===== config.mk =====
export PLATFORM = sky130hd
export DESIGN_NAME = nes_pad_reader_flat
export DESIGN_NICKNAME = d
export VERILOG_FILES = /design/src/rtl/nes_pad_pkg.sv /design/src/rtl/nes_pad_reader_if.sv /design/src/rtl/nes_pad_reader_sync_2ff.sv /design/src/rtl/nes_pad_reader.sv /design/src/flat_wrapper.sv
export SDC_FILE = /design/constraint.sdc
export NUM_CORES = 1
export LEC_CHECK = 0
export ABC_AREA = 1
export CORE_ASPECT_RATIO = 1.2
export CORE_MARGIN = 2
export CORE_UTILIZATION = 27
export DETAILED_ROUTE_END_ITERATION = 10
export SETUP_SLACK_MARGIN = 0.2
export SLEW_MARGIN = 20
export SYNTH_ARGS = -nofsm -noshare
export SYNTH_HDL_FRONTEND = slang
export SYNTH_SLANG_ARGS = --single-unit

===== constraint.sdc =====
create_clock -name pixelClock -period 2.52 [get_ports pixelClock]
set_input_delay 0.252 -clock pixelClock [delete_from_list [all_inputs] [get_ports pixelClock]]
set_output_delay 0.252 -clock pixelClock [all_outputs]
set_load 0.02 [all_outputs]

===== src/rtl/nes_pad_pkg.sv =====
// Shared definitions for the NES pad reader: button bit positions as the core
// consumes them, the reader FSM encoding, and a small elaboration helper.
package nes_pad_pkg;

    localparam int BTN_A      = 0;
    localparam int BTN_B      = 1;
    localparam int BTN_SELECT = 2;
    localparam int BTN_START  = 3;
    localparam int BTN_UP     = 4;
    localparam int BTN_DOWN   = 5;
    localparam int BTN_LEFT   = 6;
    localparam int BTN_RIGHT  = 7;

    typedef enum logic [2:0] {
        IDLE,
        LATCH,
        GAP,
        PULSE_HI,
        PULSE_LO,
        COMMIT
    } pad_state_t;

    function automatic int max_int(input int a, input int b);
        return (a > b) ? a : b;
    endfunction

endpackage


===== src/rtl/nes_pad_reader_if.sv =====
// Physical pad pins: the reader drives latch/pulse and receives serial data.
interface nes_pad_reader_if;
    logic padLatch;
    logic padPulse;
    logic padData;

    modport master (output padLatch, output padPulse, input padData);
    modport slave  (input padLatch, input padPulse, output padData);
endinterface


===== src/rtl/nes_pad_reader_sync_2ff.sv =====
// Generic two-stage synchronizer; resets to 1 so an idle pad line reads as released.
module sync_2ff (
    input  logic clk,
    input  logic reset,
    input  logic d,
    output logic q
);
    logic [1:0] stagesReg;

    always_ff @(posedge clk) begin
        if (reset) begin
            stagesReg <= 2'b11;
        end else begin
            stagesReg <= {stagesReg[0], d};
        end
    end

    assign q = stagesReg[1];
endmodule


===== src/rtl/nes_pad_reader.sv =====
// Reads a 4021-style NES pad once per frame and publishes the 8 buttons atomically.
module nes_pad_reader
    import nes_pad_pkg::*;
#(
    parameter int LATCH_CYCLES      = 302,
    parameter int PULSE_HALF_CYCLES = 151
) (
    input  logic             pixelClock,
    input  logic             reset,
    input  logic             vSyncStart,
    nes_pad_reader_if.master pad,
    output logic [7:0]       buttons,
    output logic             valid
);
    localparam int TIMER_W = $clog2(max_int(LATCH_CYCLES, PULSE_HALF_CYCLES)) + 1;
    localparam logic [TIMER_W-1:0] LATCH_LOAD = TIMER_W'(LATCH_CYCLES - 1);
    localparam logic [TIMER_W-1:0] HALF_LOAD  = TIMER_W'(PULSE_HALF_CYCLES - 1);

    pad_state_t         stateReg, stateNext;
    logic [TIMER_W-1:0] timerReg, timerNext;
    logic [2:0]         bitReg, bitNext;
    logic [7:0]         shiftReg, shiftNext;
    logic [7:0]         buttonsReg, buttonsNext;
    logic               validReg, validNext;
    logic               lastTick;
    logic               padSync;

    sync_2ff padSyncInst (
        .clk   (pixelClock),
        .reset (reset),
        .d     (pad.padData),
        .q     (padSync)
    );

    always_ff @(posedge pixelClock) begin
        if (reset) begin
            stateReg   <= IDLE;
            timerReg   <= '0;
            bitReg     <= '0;
            shiftReg   <= '0;
            buttonsReg <= '0;
            validReg   <= 1'b0;
        end else begin
            stateReg   <= stateNext;
            timerReg   <= timerNext;
            bitReg     <= bitNext;
            shiftReg   <= shiftNext;
            buttonsReg <= buttonsNext;
            validReg   <= validNext;
        end
    end

    always_comb begin
        stateNext   = stateReg;
        timerNext   = timerReg;
        bitNext     = bitReg;
        shiftNext   = shiftReg;
        buttonsNext = buttonsReg;
        validNext   = 1'b0;
        lastTick    = (timerReg == '0);
        if (!lastTick) begin
            timerNext = timerReg - TIMER_W'(1);
        end

        unique case (stateReg)
            IDLE: begin
                if (vSyncStart) begin
                    stateNext = LATCH;
                    timerNext = LATCH_LOAD;
                    bitNext   = '0;
                end
            end
            LATCH: begin
                if (lastTick) begin
                    stateNext = GAP;
                    timerNext = HALF_LOAD;
                end
            end
            GAP: begin
                // The pad presents A as soon as the latch drops, before any pulse.
                if (lastTick) begin
                    shiftNext[BTN_A] = ~padSync;
                    bitNext          = 3'd1;
                    stateNext        = PULSE_HI;
                    timerNext        = HALF_LOAD;
                end
            end
            PULSE_HI: begin
                if (lastTick) begin
                    stateNext = PULSE_LO;
                    timerNext = HALF_LOAD;
                end
            end
            PULSE_LO: begin
                if (lastTick) begin
                    shiftNext[bitReg] = ~padSync;
                    if (bitReg == 3'(BTN_RIGHT)) begin
                        // Bypass the final bit so buttons/valid are live during COMMIT itself.
                        stateNext   = COMMIT;
                        timerNext   = '0;
                        buttonsNext = shiftNext;
                        validNext   = 1'b1;
                    end else begin
                        stateNext = PULSE_HI;
                        bitNext   = bitReg + 3'd1;
                        timerNext = HALF_LOAD;
                    end
                end
            end
            COMMIT: begin
                stateNext = IDLE;
                timerNext = '0;
            end
            default: begin
                stateNext = IDLE;
            end
        endcase
    end

    assign pad.padLatch = (stateReg == LATCH);
    assign pad.padPulse = (stateReg == PULSE_HI);
    assign buttons      = buttonsReg;
    assign valid        = validReg;
endmodule


===== src/flat_wrapper.sv =====
// flat-port wrapper written by rule: the top's interface ports become plain ports
module nes_pad_reader_flat import nes_pad_pkg::*;
#(
    parameter int LATCH_CYCLES      = 302,
    parameter int PULSE_HALF_CYCLES = 151
)
  (pixelClock, reset, vSyncStart, buttons, valid, pad_padLatch, pad_padPulse, pad_padData);
  nes_pad_reader_if pad_i ();
  input  logic pixelClock;
  input  logic reset;
  input  logic vSyncStart;
  output logic [7:0] buttons;
  output logic valid;
  output wire logic [$bits(pad_i.padLatch)-1:0] pad_padLatch;
  output wire logic [$bits(pad_i.padPulse)-1:0] pad_padPulse;
  input wire logic [$bits(pad_i.padData)-1:0] pad_padData;
  assign pad_padLatch = pad_i.padLatch;
  assign pad_padPulse = pad_i.padPulse;
  assign pad_i.padData = pad_padData;
  nes_pad_reader #(.LATCH_CYCLES(LATCH_CYCLES), .PULSE_HALF_CYCLES(PULSE_HALF_CYCLES)) u_core (.pixelClock(pixelClock), .reset(reset), .vSyncStart(vSyncStart), .pad(pad_i), .buttons(buttons), .valid(valid));
endmodule

### Yosys cells after proc, flatten, opt, wreduce, memory -nomap -nowiden

Index checks and enable logic that the tools add are counted.

| storage, ports and cells | value |
|---|---|
| register bits | 35 |
| output and inout bits | 11 |
| input bits | 4 |

| operators by class | value |
|---|---|
| order comparisons | 2 |
| equal/unequal tests | 12 |
| multiplexer cells | 25 |
| reductions and logical operators | 12 |
| bitwise gates (word level) | 3 |
| $add $sub $neg | 2 |

Operators by type and width:

| kind | count |
|---|---|
| two-way mux 10 bit | 4 |
| one-hot mux 10 bit (4 select lines) | 1 |
| two-way mux 3 bit | 10 |
| one-hot mux 3 bit (5 select lines) | 1 |
| logical NOT 10 bit | 1 |
| AND reduction 5 bit | 2 |
| subtractor 10 x 1 -> 10 bit (second input constant) | 1 |
| == test 3 bit (second input constant) | 3 |
| one-hot mux 3 bit (3 select lines) | 1 |
| bitwise mux 8 bit | 1 |
| two-way mux 8 bit | 1 |
| != test 2 x 1 -> 1 bit (second input constant) | 4 |
| == test 3 x 2 -> 1 bit (second input constant) | 2 |
| AND reduction 3 bit | 2 |
| OR reduction 3 bit | 2 |
| < comparator 3 x 4 -> 1 bit (second input constant) | 1 |
| two-way mux 1 bit | 4 |
| != test 2 bit (second input constant) | 2 |
| adder 3 x 1 -> 3 bit (second input constant) | 1 |
| demux 1 bit (select 3 bit) | 1 |
| == test 3 x 1 -> 1 bit (second input constant) | 1 |
| >= comparator 3 x 1 -> 1 bit (second input constant) | 1 |
| logical NOT 3 bit | 1 |
| NOT 1 bit | 3 |
| other kinds (5) | 5 |

### Logic depth before layout (Yosys ltp)

| logic depth | value |
|---|---|
| word-level depth | 7 |
| depth in mapped cells | 11 |
| gate-level depth less buffers | 11 |

### Cells and area by module

A second synthesis with hierarchy kept.

| unflattened totals | value |
|---|---|
| cells, all modules | 291 |
| area total of the unflattened synthesis | 1953.1 um^2 |

Modules (own cells, without submodules):

| module | seq. area each (um^2) | area each (um^2) | instances | cells each |
|---|---|---|---|---|
| nes_pad_reader | 660.6 | 1894.3 | 1 | 284 |
| sync_2ff | 40.0 | 58.8 | 1 | 7 |

### Worst setup path after synthesis

No wires, ideal clock.

| path | value |
|---|---|
| path type | flip-flop to flip-flop |
| start point | register u_core.timerReg[0] |
| end point | register u_core.timerReg[0] |
| stages on the path, launching flop included | 11 |
| data required time | 2388 ps |
| setup time | 132 ps |
| setup slack | 903 ps |
| data arrival time | 1485 ps |
| cells stage by stage | dfxtp_1 -> inv_1 -> ha_1 -> nand2_2 -> nor2_4 -> nand3_4 -> buf_6 -> ha_1 -> nand2_1 -> nand2_1 -> a21oi_1 |

| between the ends | value |
|---|---|
| word-level cells in the longest chain between the ends | 4 |

Ends and longest elaborated chain:

| item | RTL line | text |
|---|---|---|
| start: declaration | nes_pad_reader.sv:20 | `logic [TIMER_W-1:0] timerReg, timerNext;` |
| start signal: assignment | nes_pad_reader.sv:45 | `timerReg <= timerNext;` |
| subtractor 10 x 1 -> 10 bit or logical NOT 10 bit (tied branches) | nes_pad_reader.sv:62, nes_pad_reader.sv:60 |  |
| two-way mux 10 bit | nes_pad_reader.sv:61 | `if (!lastTick) begin` |
| two-way mux 10 bit, on equally long branches | -- |  |
| one-hot mux 10 bit (4 select lines) (*) | nes_pad_reader.sv:65 | `unique case (stateReg)` |

Mark *: on every way between the ends. The rest lies on a longest branch, timed or not.
A chain may end at the register's enable or synchronous reset.

### Worst setup path in the final report

| path | value |
|---|---|
| start point | register u_core.stateReg[0] |
| end point | output port pad_padPulse |

| between the ends | value |
|---|---|
| word-level cells in the longest chain between the ends | 1 |

Ends and longest elaborated chain:

| item | RTL line | text |
|---|---|---|
| start: declaration | nes_pad_reader.sv:19 | `pad_state_t stateReg, stateNext;` |
| start signal: assignment | nes_pad_reader.sv:44 | `stateReg <= stateNext;` |
| == test 3 x 2 -> 1 bit | nes_pad_reader.sv:121 | `assign pad.padPulse = (stateReg == PULSE_HI);` |
| end: declaration | flat_wrapper.sv:15 | `output wire logic [$bits(pad_i.padPulse)-1:0] pad_padPulse;` |

No other way between the ends.

==> results.md <==
Pwr:
- In this run the static leakage power is 0.0008974 uW.
- The worst-case vdd ir drop is a little over 500 uV.
- Sequential cells account for between 30% and 40% of the total power.
- Dividing total power by cell area gives a power density of between 1000 and 1500 nW/um^2.
- The net switching share of the total power is a little under half.
- The design internal power is approximately 1200 uW.
- The clock network fraction of design power is 18.1%.
- The switching power is between 1000 and 1500 uW.
- The combinational share of power is between 40 and 50%.

Die:
- The core area is roughly 6500 um^2.
- The floorplan step set the die height to ~94 um.
- The initial standard-cell utilization of the core is between 20% and 30%.
- The floorplan row count is 32.
- The die is between 70 and 80 um wide.
- The die covers 7438 um^2.
- 15 I/O pins were placed.

Synth:
- The number of warnings issued by yosys is 0.
- Summing every instance area after synthesis gives roughly 1800 um^2.
- The synthesized design contains 35 register bits.
- The gate count after technology mapping is between 200 and 300.
- The number of nets handed over by synthesis was about 270.
- The average size of a mapped cell is roughly 7 um^2.
- The number of distinct library cells after synthesis is 28.
- Of the synthesized area, sequential elements account for a little under two fifths.

Worst setup path:
- The worst setup path is captured at an output pin.
- The category of the worst setup path launch point is a flip-flop.
- Data on the critical path arrives at its endpoint at 1.82 ns.
- Along the worst path, the maximum fanout reaches 4.
- The data required time of the critical path is roughly 2.3 ns.
- The setup path with the least slack is of type flip-flop to output pin.

STA:
- The clock skew after layout is ~0.0045 ns.
- The maximum achievable frequency is 0.4827 GHz.
- For the pin with the worst max-slew slack, the measured transition is 0.4917 ns.
- The hold violation count in the final report is 0.
- The relative slew slack is between 60% and 70%.
- The final-layout setup total negative slack is 0 ns.
- Of the available clock period, the critical path in the final layout requires around 82%.
- Setup repair after global routing left no endpoint under its margin.
- The number of pins with negative max-slew slack in the final report is 0.
- The smallest clock period supported by the final layout is computed as approximately 2.1 ns.
- The tightest hold path in the finished design has a slack of about 0.42 ns.
- Setup violations remaining at the end of the flow were counted as 0.

Layout:
- The final net count is ~290.
- The signed area change from the synthesized netlist to the final layout is 17.48%.
- The post-route netlist has between 10% and 20% of its cells at a drive strength greater than 1.
- The antenna diode count is 0.
- The final instance area is about 2100 um^2.
- Once layout is complete, the cells apart from fillers number between 300 and 400.
- Leaving out fill and tap cells, the most frequent cell in the layout is sky130_fd_sc_hd__nand2_1.
- The top cell types in the final layout, fill and taps aside, are sky130_fd_sc_hd__nand2_1, sky130_fd_sc_hd__nor2_1, sky130_fd_sc_hd__dfxtp_1, sky130_fd_sc_hd__nand3_1, sky130_fd_sc_hd__o21ai_0.

Status:
- The flow ran to the end, and the final reports show no timing, DRC or antenna violations.

Routing:
- The total via count in the routed design is approximately 1600.
- Dividing the detail-routed wire length by the instance count gives roughly 11 um.
- The initial DRC count is 67.
- For this run, design rule violations remaining after detail routing come to 0.
- The detail route stage leaves a number of antenna-violating nets equal to 0.
- The sum of routed wire length over all layers is around 4 mm.
- The first TritonRoute pass finished after 4 iterations.
- The detailed-route vias per instance is around 4.5.

Job:
- Max-cap violations in this run came to 0.

Global route:
- The wire length of the first global-routing pass is around 6.9 mm.
- The number of antenna violations at the first check in global routing came to 0.
- The overflow left after global routing is 0.
- Across every metal layer, demand over resource in global routing totals about an eighth.
- The number of global-route vias before repair is ~1500.
- The maximum number of pins on one net before global-route repair is 19.

Placed design:
- The area of placed instances is a little over 2000 um^2.
- Detailed placement finished with a half-perimeter wire length of between 3 and 4 mm.
- The weighted congestion at the end of routability-driven global placement is between 0.8 and 0.9.
- The total instance count after detailed placement is roughly 360.
- The number of I/O port buffers is 14.

Clock network:
- The number of buffers created by CTS is 5.
- The post-CTS setup-driven buffer insertion count is 0.
- The clock sink count is 35.
- TritonCTS built the clock tree.
- The CTS clock-pin slew for the worst setup and hold paths is around 0.070 ns.
- The post-cts hold buffer count is 0.
- The clock root buffer is sky130_fd_sc_hd__clkbuf_8.
- The clock insertion delay at the later pin of the skew report is 0.29 ns.
- In this run the deepest clock path goes through 2 buffers.
- The post-cts repair resize count is 0.
- The H-tree depth is 2.

Hold path:
- The type of the worst min-delay path is flip-flop to flip-flop.
-- cell families after synthesis --
logic type | share of synthesized area, %
adder cells (fa/ha/maj) | 2.742
XOR/XNOR | 1.919
AND/OR/NAND/NOR | 37.29
buffers and inverters | 7.471
AO/OA/AOI/OAI | 12.20
flip-flops | 38.38
-- power groups by stage --
stage               Combinational (uW)  Clock [uW]  Sequential, uW
CTS                               1120         419             743
floorplan                          939           0             736
detailed placement                1120           0             756
global route                      1290         448             757
finish                            1110         409             743
global placement                  1110           0             756
-- layout make-up --
type	instances	area, um^2
clock buffer	5	68.82
clock inverter	3	20.02
fill	728	4342
inverter	28	112.6
multi-input combinational	192	988.4
sequential	35	700.7
tap	85	106.4
timing repair buffer	15	147.6
-- per-layer routing --
metal | global-route usage [%] | up-vias | share of wire (%)
met1 | 13.91 | 722 | 47
met5 | 0 | - | 0
met4 | 5.172 | 0 | 1.9
li1 | - | 871 | -
met3 | 3.365 | 5 | 3.2
met2 | 19.77 | 18 | 48
-- flip-flops by register name (all words and copies together) (netlist names) --
name,count
u_core.bitReg,3
u_core.buttons,8
u_core.padSyncInst.stagesReg,2
u_core.shiftReg,8
u_core.stateReg,3
u_core.timerReg,10
u_core.valid,1
-- critical path: stages, from the launching register on --
cell and delay [ns]:
sky130_fd_sc_hd__dfxtp_1 0.42, sky130_fd_sc_hd__inv_1 0.11, sky130_fd_sc_hd__nor3_1 0.33, sky130_fd_sc_hd__clkdlybuf4s50_1 0.68
-- metrics by stage --
stage | util (%) | power, uW | setup slack (ns)
detailed placement | 31.69 | 1871 | 0.7648
global route | 33.06 | 2497 | 0.3366
global placement | 31.69 | 1866 | 0.7500
floorplan | - | 1676 | 0.9032
CTS | 33.06 | 2281 | 0.4450
finish | 33.06 | 2261 | 0.4484
-- cells in the mapped netlist --
library cell	number	area (um^2)
sky130_fd_sc_hd__nor2_4	5	56.30
sky130_fd_sc_hd__nand3_4	1	17.52
sky130_fd_sc_hd__inv_2	8	30.03
sky130_fd_sc_hd__nor3_1	4	20.02
sky130_fd_sc_hd__dfxtp_1	35	700.7
sky130_fd_sc_hd__buf_2	1	5.000
sky130_fd_sc_hd__nand3_1	20	100.1
sky130_fd_sc_hd__o21ai_0	20	100.1
sky130_fd_sc_hd__nor2b_1	1	6.260
sky130_fd_sc_hd__nand2_2	5	31.28
sky130_fd_sc_hd__nand3_2	2	20.02
sky130_fd_sc_hd__nand2_1	57	214.0
sky130_fd_sc_hd__a21oi_1	19	95.09
sky130_fd_sc_hd__nor2_8	1	20.02
sky130_fd_sc_hd__nor2_1	36	135.1
sky130_fd_sc_hd__clkinv_4	1	8.760
sky130_fd_sc_hd__nand4_1	3	18.77
sky130_fd_sc_hd__or2_2	2	12.51
sky130_fd_sc_hd__o211ai_1	1	7.510
sky130_fd_sc_hd__inv_1	18	67.56
sky130_fd_sc_hd__inv_4	1	6.260
sky130_fd_sc_hd__clkbuf_1	2	7.510
sky130_fd_sc_hd__o21ai_1	4	20.02
sky130_fd_sc_hd__ha_1	4	50.05
sky130_fd_sc_hd__nor2_2	1	6.260
sky130_fd_sc_hd__nand2_4	2	22.52
sky130_fd_sc_hd__buf_6	1	11.26
sky130_fd_sc_hd__xor2_1	4	35.03
-- path summary, 6_finish.rpt --
check,from,to,slack (ns),cells after the start
worst min-delay path,u_core.padSyncInst.stagesReg[0]$_SDFF_PP1_,u_core.padSyncInst.stagesReg[1]$_SDFF_PP1_,0.42,1
worst max register to register,u_core.timerReg[1]$_SDFF_PP0_,u_core.timerReg[0]$_SDFF_PP0_,0.76,9
worst max-delay path,u_core.stateReg[0]$_SDFFE_PP0P_,pad_padPulse,0.45,3
worst min register to register,u_core.padSyncInst.stagesReg[0]$_SDFF_PP1_,u_core.padSyncInst.stagesReg[1]$_SDFF_PP1_,0.42,1
Power figures use the tool's default switching activity.
